--- config.mk ---
export PLATFORM = sky130hd
export DESIGN_NAME = seq_arithmetic_unit
export DESIGN_NICKNAME = d
export VERILOG_FILES = /design/src/rtl/seq_au_pkg.sv /design/src/rtl/au_slice.sv /design/src/rtl/seq_arithmetic_unit.sv
export SDC_FILE = /design/constraint.sdc
export NUM_CORES = 1
export LEC_CHECK = 0
export ABC_CLOCK_PERIOD_IN_PS = 3300
export BUFFER_PORTS_ARGS = -buffer_cell sky130_fd_sc_hd__buf_2
export CAP_MARGIN = 5
export CORE_MARGIN = 4
export CORE_UTILIZATION = 50
export DETAILED_ROUTE_END_ITERATION = 7
export GPL_TIMING_DRIVEN = 0
export PLACE_DENSITY = 0.76
export SLEW_MARGIN = 20
export SYNTH_ARGS = -nofsm -noshare
export SYNTH_HDL_FRONTEND = slang
export SYNTH_SLANG_ARGS = --single-unit
--- constraint.sdc ---
create_clock -name clk -period 3.3 [get_ports clk]
set_input_delay 0.495 -clock clk [delete_from_list [all_inputs] [get_ports clk]]
set_output_delay 0.495 -clock clk [all_outputs]
set_load 0.005 [all_outputs]
--- src/rtl/seq_au_pkg.sv ---
// Shared encodings for the slice-serial arithmetic unit: op select values and FSM states.
package seq_au_pkg;

    localparam logic [1:0] OP_ADD = 2'b00;
    localparam logic [1:0] OP_SUB = 2'b01;
    localparam logic [1:0] OP_INC = 2'b10;
    localparam logic [1:0] OP_DEC = 2'b11;

    typedef enum logic {
        ST_IDLE = 1'b0,
        ST_BUSY = 1'b1
    } state_t;

endpackage

--- src/rtl/au_slice.sv ---
// Combinational SLICE-bit ripple full-adder chain; also exposes the carry into its MSB
// so the top level can form signed overflow on the most significant slice.
module au_slice #(
    parameter int SLICE = 4
) (
    input  logic [SLICE-1:0] a,
    input  logic [SLICE-1:0] b,
    input  logic             cin,
    output logic [SLICE-1:0] sum,
    output logic             cout,
    output logic             cmsb
);

    logic [SLICE:0] c;

    assign c[0] = cin;

    generate
        for (genvar gi = 0; gi < SLICE; gi++) begin : g_fa
            assign sum[gi]  = a[gi] ^ b[gi] ^ c[gi];
            assign c[gi+1]  = (a[gi] & b[gi]) | (c[gi] & (a[gi] ^ b[gi]));
        end
    endgenerate

    assign cout = c[SLICE];
    assign cmsb = c[SLICE-1];

endmodule

--- src/rtl/seq_arithmetic_unit.sv ---
// Slice-serial add/sub/inc/dec unit: one SLICE-bit slice per clock, LSB first, with a
// registered inter-slice carry. Define SEQ_AU_FLAGS_EN to build the Z/V flag logic.
module seq_arithmetic_unit
    import seq_au_pkg::*;
#(
    parameter int WIDTH = 8,
    parameter int SLICE = 4
) (
    input  logic             clk,
    input  logic             rst,
    input  logic             start,
    input  logic [1:0]       S,
    input  logic [WIDTH-1:0] A,
    input  logic [WIDTH-1:0] B,
    input  logic             C_in,
    output logic             ready,
    output logic             valid,
    output logic [WIDTH-1:0] D,
    output logic             C_out,
    output logic             Z,
    output logic             V
);

    localparam int N     = WIDTH / SLICE;
    localparam int IDX_W = (N > 1) ? $clog2(N) : 1;

    state_t             state_reg, state_next;
    logic [IDX_W-1:0]   idx_reg;
    logic               carry_reg;
    logic [WIDTH-1:0]   a_reg, b_reg, d_reg, d_next, b_prep;
    logic               c_out_reg, valid_reg;
    logic               accept, step, last;
    logic [SLICE-1:0]   slice_a, slice_b, slice_sum;
    logic               slice_cout, slice_cmsb;

    // B is folded through the op mux at accept so the slice engine only ever adds.
    always_comb begin
        case (S)
            OP_ADD:  b_prep = B;
            OP_SUB:  b_prep = ~B;
            OP_INC:  b_prep = '0;
            default: b_prep = '1;
        endcase
    end

    always_ff @(posedge clk or posedge rst) begin
        if (rst) state_reg <= ST_IDLE;
        else     state_reg <= state_next;
    end

    always_comb begin
        state_next = state_reg;
        case (state_reg)
            ST_IDLE: if (start) state_next = ST_BUSY;
            ST_BUSY: if (last)  state_next = ST_IDLE;
            default:            state_next = ST_IDLE;
        endcase
    end

    always_comb begin
        ready  = (state_reg == ST_IDLE);
        step   = (state_reg == ST_BUSY);
        accept = ready && start;
    end

    assign last    = (idx_reg == IDX_W'(N - 1));
    assign slice_a = a_reg[idx_reg*SLICE +: SLICE];
    assign slice_b = b_reg[idx_reg*SLICE +: SLICE];

    au_slice #(.SLICE(SLICE)) u_slice (
        .a    (slice_a),
        .b    (slice_b),
        .cin  (carry_reg),
        .sum  (slice_sum),
        .cout (slice_cout),
        .cmsb (slice_cmsb)
    );

    always_comb begin
        d_next = d_reg;
        d_next[idx_reg*SLICE +: SLICE] = slice_sum;
    end

    always_ff @(posedge clk or posedge rst) begin
        if (rst) begin
            a_reg     <= '0;
            b_reg     <= '0;
            d_reg     <= '0;
            idx_reg   <= '0;
            carry_reg <= 1'b0;
            c_out_reg <= 1'b0;
            valid_reg <= 1'b0;
        end else begin
            valid_reg <= step && last;
            if (accept) begin
                a_reg     <= A;
                b_reg     <= b_prep;
                carry_reg <= C_in;
                idx_reg   <= '0;
            end else if (step) begin
                d_reg     <= d_next;
                carry_reg <= slice_cout;
                idx_reg   <= last ? '0 : idx_reg + IDX_W'(1);
                if (last) c_out_reg <= slice_cout;
            end
        end
    end

`ifdef SEQ_AU_FLAGS_EN
    logic z_reg, v_reg;

    // The last step processes the MSB slice, so its carries give signed overflow.
    always_ff @(posedge clk or posedge rst) begin
        if (rst) begin
            z_reg <= 1'b1;
            v_reg <= 1'b0;
        end else if (step && last) begin
            z_reg <= (d_next == '0);
            v_reg <= slice_cmsb ^ slice_cout;
        end
    end

    assign Z = z_reg;
    assign V = v_reg;
`else
    logic unused_cmsb;
    assign unused_cmsb = slice_cmsb;
    assign Z = 1'b0;
    assign V = 1'b0;
`endif

    assign valid = valid_reg;
    assign D     = d_reg;
    assign C_out = c_out_reg;

endmodule

======== Yosys cells after proc, flatten, opt, wreduce, memory -nomap -nowiden ========
Index checks and enable logic that the tools add are counted.
operators by class
  bitwise logic cells ..................... 23
  equality and inequality tests ........... 2
  shifts and indexed selects .............. 4
  multiplexer cells ....................... 10
  add/sub/neg operators ................... 2
  reductions and logical operators ........ 6
operator list
  operator                                                                count
  3-bit negation with 34-bit output                                       1
  4-bit by 34-bit variable shift with 8-bit output, first input constant  1
  4-bit by 34-bit variable part select with 8-bit output                  1
  8-bit one-hot mux with 3 select lines                                   1
  8-bit by 4-bit variable part select with 4-bit output                   2
  1-bit AND                                                               8
  8-bit bitwise mux                                                       1
  8-bit NOT                                                               1
  1-bit XOR                                                               8
  1-bit two-way mux                                                       7
  1-bit OR                                                                4
  3-bit AND reduction                                                     1
  2-bit by 1-bit equality test with 1-bit output, second input constant   1
  2-bit equality test, second input constant                              1
  1-bit logical AND                                                       2
  2-bit logical NOT                                                       1
  1-bit NOT                                                               2
  1-bit one-hot mux with 2 select lines                                   1
  2-bit AND reduction                                                     1
  2-bit nonzero test                                                      1
  1-bit adder, second input constant                                      1
word-level totals
  output and inout bits ................... 13
  word-level logic and storage cells ...... 55
  input bits .............................. 22
  flip-flop bits (word level) ............. 29

======== Logic depth before layout (Yosys ltp) ========
  word-level depth ........................ 12
  mapped depth ............................ 9
  mapped depth without buffers ............ 8

======== Hierarchy ========
From an unflattened synthesis, not the netlist that was laid out.
unflattened totals
  cells, all modules ...................... 118
  area total of the unflattened synthesis .. 1437.6 um^2
by module, submodules not included
  module               area an instance (um^2)  seq. area each (um^2)  times used  cells each
  seq_arithmetic_unit  1327.5                   725.7                  1           106
  au_slice             110.1                    0.0                    1           12

======== Worst setup path before layout ========
No wires, ideal clock.
  path type ............................... reg2reg
  from .................................... register idx_reg
  to ...................................... register d_reg[7], in the netlist D[7]
  path buffers ............................ 1
  slack ................................... 0.859 ns
  period minus slack after synthesis ...... 2.441 ns
  required time ........................... 3.175 ns
  arrival time ............................ 2.316 ns
  stages on the path, launching flop included .. 9
  setup time .............................. 0.125 ns
  cells stage by stage .................... dfrtp_1 > buf_4 > mux2i_1 > fa_1 > fa_1 > inv_1 > fa_1 > fa_1 > mux2_2
on the way
  cells in the longest elaborated chain, start to end .. 11
  elaborated cells between the ends (all ways) .. 23
  those cells by class .................... 1 x add/sub; 4 x shift; 1 x mux; 17 x bitwise
RTL lines
  item                                                                      line                                                  text
  start, declared                                                           seq_arithmetic_unit.sv:28                             logic [IDX_W-1:0] idx_reg;
  start signal, assigned                                                    seq_arithmetic_unit.sv:103                            idx_reg <= last ? '0 : idx_reg + IDX_W'(1);
  8-bit by 4-bit variable part select with 4-bit output (on tied branches)  seq_arithmetic_unit.sv:67, seq_arithmetic_unit.sv:68
  1-bit XOR                                                                 au_slice.sv:20, au_slice.sv:21
  1-bit AND                                                                 au_slice.sv:21                                        assign c[gi+1] = (a[gi] & b[gi]) | (c[gi] & (a[gi] ^ b[gi]));
  1-bit OR                                                                  au_slice.sv:21
  1-bit AND                                                                 au_slice.sv:21
  1-bit OR                                                                  au_slice.sv:21
  1-bit AND                                                                 au_slice.sv:21
  1-bit OR                                                                  au_slice.sv:21
  1-bit XOR                                                                 au_slice.sv:20                                        assign sum[gi] = a[gi] ^ b[gi] ^ c[gi];
  4-bit by 34-bit variable part select with 8-bit output                    seq_arithmetic_unit.sv:81                             d_next[idx_reg*SLICE +: SLICE] = slice_sum;
  8-bit bitwise mux *                                                       seq_arithmetic_unit.sv:81
  end signal, assigned                                                      seq_arithmetic_unit.sv:101                            d_reg <= d_next;
  end, declared                                                             seq_arithmetic_unit.sv:30                             logic [WIDTH-1:0] a_reg, b_reg, d_reg, d_next, b_prep;
Mark *: on every way between the ends. The rest lies on a longest branch, timed or not.
A chain may end at the register's enable or synchronous reset.

======== Final worst setup path ========
  from .................................... register idx_reg
  to ...................................... register d_reg[3], in the netlist D[3]
The elaborated chain is that of the path after synthesis.

==> results by group <==
Logic synthesis
  – Ys flop type: dfrtp_1
  – Post-synth top area share: 0.5169
  – Yosys warns: 0
  – Post-Syn Instances: between 100 and 150
  – Post-Syn Area: 0.001404 mm²
  – Synth area leaders: dfrtp_1 52%, mux2_2 11%, fa_1 5.7%
  – Post-synthesis async set-or-reset flop share: 1.000
  – Cell taking the most area after synthesis: dfrtp_1
  – Post-synthesis sequential area ratio: 0.5169
  – Synthesized flop and latch total: 29
  – Unique masters post-synth: 16
  – Syn Area/Cell: 12.00 µm²
  – Number of synthesized flops with an enable pin: 0

Timing
  – Worst slew margin: 0.6114
  – RSZ-0062 raised after global routing: false
  – Clk_skew: about 2.7 ps
  – Final setup fails: 0
  – Crit path time final: 2578 ps
  – Fmax: between 300 and 400 MHz
  – Setup tns final: 0 ps
  – Final period utilization: 0.7812
  – Slew @ Worst Pin: between 500 and 600 ps
  – Hold Violations, Final: 0
  – Slew Limit Fails: 0

Layout
  – Fill count: 224
  – Final core utilization: 0.6506
  – Most common cell after layout, fill and taps aside: buf_2
  – Most frequent cells in the layout: 33 x buf_2, 29 x dfrtp_1, 16 x nand2_1
  – Layout area overhead: 18.98%
  – # diodes: 0
  – Layout cell share with drive strength beyond 1: 0.4140
  – Final instance area: about 0.0017 mm²
  – # nets final: between 150 and 200

Floorplan
  – Die Area: approximately 0.0037 mm²
  – Std cell rows: 18
  – Core box area: 0.002567 mm²
  – Die Span Y: 60.99 µm
  – Starting Density: 0.5468
  – I/O pin cnt: 35
  – Die width: 60.99 µm

CTS
  – CTS H-tree lvls: 2
  – Post-CTS Setup Inserts: 0
  – Clock Path Buffers: 2
  – Clock Latency Late Sink: 320 ps
  – Total CTS buffers: 5
  – Resized cells post-CTS: 0
  – Clk sink count: 29
  – Cts hold-fix bufs: 0
  – CTS Root Cell: clkbuf_4
  – CTS clock-pin slew for the worst setup and hold paths: ~90 ps
  – CTS tree: yes

Routing
  – Pre-antenna DRT Iters: 4
  – Vias: ~910
  – Drt via density: 4.840
  – Final WL: about 2300 µm
  – Final ANT Viol Nets: 0
  – Initial drt markers: 30
  – DRC violations left: 0
  – Routed WL per cell: 12.47 µm

Setup path
  – CP Launch Type: flip-flop
  – Crit-path cells: buf_4 -> mux2i_1 -> fa_1 -> fa_1 -> inv_1 -> fa_1 -> fa_1 -> mux2_2
  – CP dominant cell by count: fa_1
  – Worst EP arrival: around 2800 ps
  – Critical-path top delay cell: fa_1
  – Worst R2R Path Depth: 8
  – CP max FO: 10
  – Crit path kind: reg2reg
  – CP max stage delay: between 400 and 500 ps
  – Kind of end point of the critical path: flip-flop
  – WP data required: between 3000 and 4000 ps

Global routing
  – Number of global-route vias before repair: 938
  – Global-route wire length before repair: 3905 µm
  – GR Overflow Total: 0
  – Total Routing Usage GR: 0.1529
  – Largest net degree at the start of global routing: 30
  – Initial antenna violation count: 0

Job
  – Maxcap violations: 0

Power and ir drop
  – Leakage: 0.0008229 µW
  – Peak supply drop: between 0.5 and 0.6 mV
  – Power per cell area: 960.0 mW/mm²

Run status
  – Status: finished, final reports clean

Placed design
  – Hpwl dp: 1834 µm
  – Placed Area: around 0.0016 mm²
  – Number of port buffers: 31
  – Placer Congestion: between 0.7 and 0.8

Worst hold path
  – Hold Path Class: in2async
per-stage QoR:
step	setup slack [ps]	hold slack (ps)	instances	power, µW
5_1_grt	616.9	257.8	187	1771
2_1_floorplan	859.4	444.4	118	1163
4_1_cts	702.7	384.2	187	1634
3_3_place_gp	739.3	455.8	179	1345
3_5_place_dp	720.0	464.1	179	1391
6_report	722.0	221.7	187	1604
synthesized netlist by cell type, types with 2 or more instances:
cell type and instances:
dfrtp_1 29, nand2_1 16, mux2_2 14, o21ai_0 14
nor2b_1 8, xnor2_1 8, inv_1 5, mux2i_1 5
fa_1 4, buf_4 3, mux2_4 3, buf_2 2
buf_6 2, nand2b_1 2
metal layers:
layer,part of all wire,global-route usage,vias up
met5,0,0,-
met1,0.41,0.1637,414
met2,0.50,0.2580,30
met3,0.070,0.04681,5
met4,0.028,0.1022,0
li1,-,-,456
critical path: cells and delay by family (launching register included):
kind	cells	cell delay [ps]
adder cells (fa/ha/maj)	4	1410
multiplexers	2	420
flip-flops	1	380
buffers and inverters	2	260
where the power goes:
| part | internal, µW | switching [µW] |
|---|---|---|
| Combinational | 394 | 346 |
| Sequential | 537 | 87.1 |
| Clock | 123 | 117 |
| Total | 1050 | 549 |
kinds of logic (layout without fill, tap and decap cells):
logic type	count (synthesis)	count (layout)	synth area share
AO/OA/AOI/OAI	14	14	0.04991
multiplexers	22	22	0.1800
XOR/XNOR	8	8	0.04991
adder cells (fa/ha/maj)	4	4	0.05704
other	1	2	0.002671
buffers and inverters	13	52	0.05615
AND/OR/NAND/NOR	26	26	0.08735
flip-flops	29	29	0.5169
path summary, 6_finish.rpt:
kind	start	to	slack [ps]
setup / recovery	idx_reg	D[3]	720
hold / removal	rst	D[7]	220
setup reg to reg	idx_reg	D[3]	720
hold reg to reg	b_reg[7]	b_reg[7]	480
max in group asynchronous	rst	a_reg[6]	2690
min in group clk	A[0]	a_reg[0]	400
layout make-up:
type	instances	area, µm²	share of cell area
Sequential cell	29	725.7	0.4345
Multi-Input combinational cell	76	603.1	0.3610
Timing Repair Buffer	31	155.1	0.09288
Clock buffer	7	65.06	0.03895
Buffer	8	60.06	0.03596
Tap cell	30	37.54	0.02247
Inverter	5	18.77	0.01124
Clock inverter	1	5.005	0.002996
No activity file was read; power rests on OpenSTA's default activity.
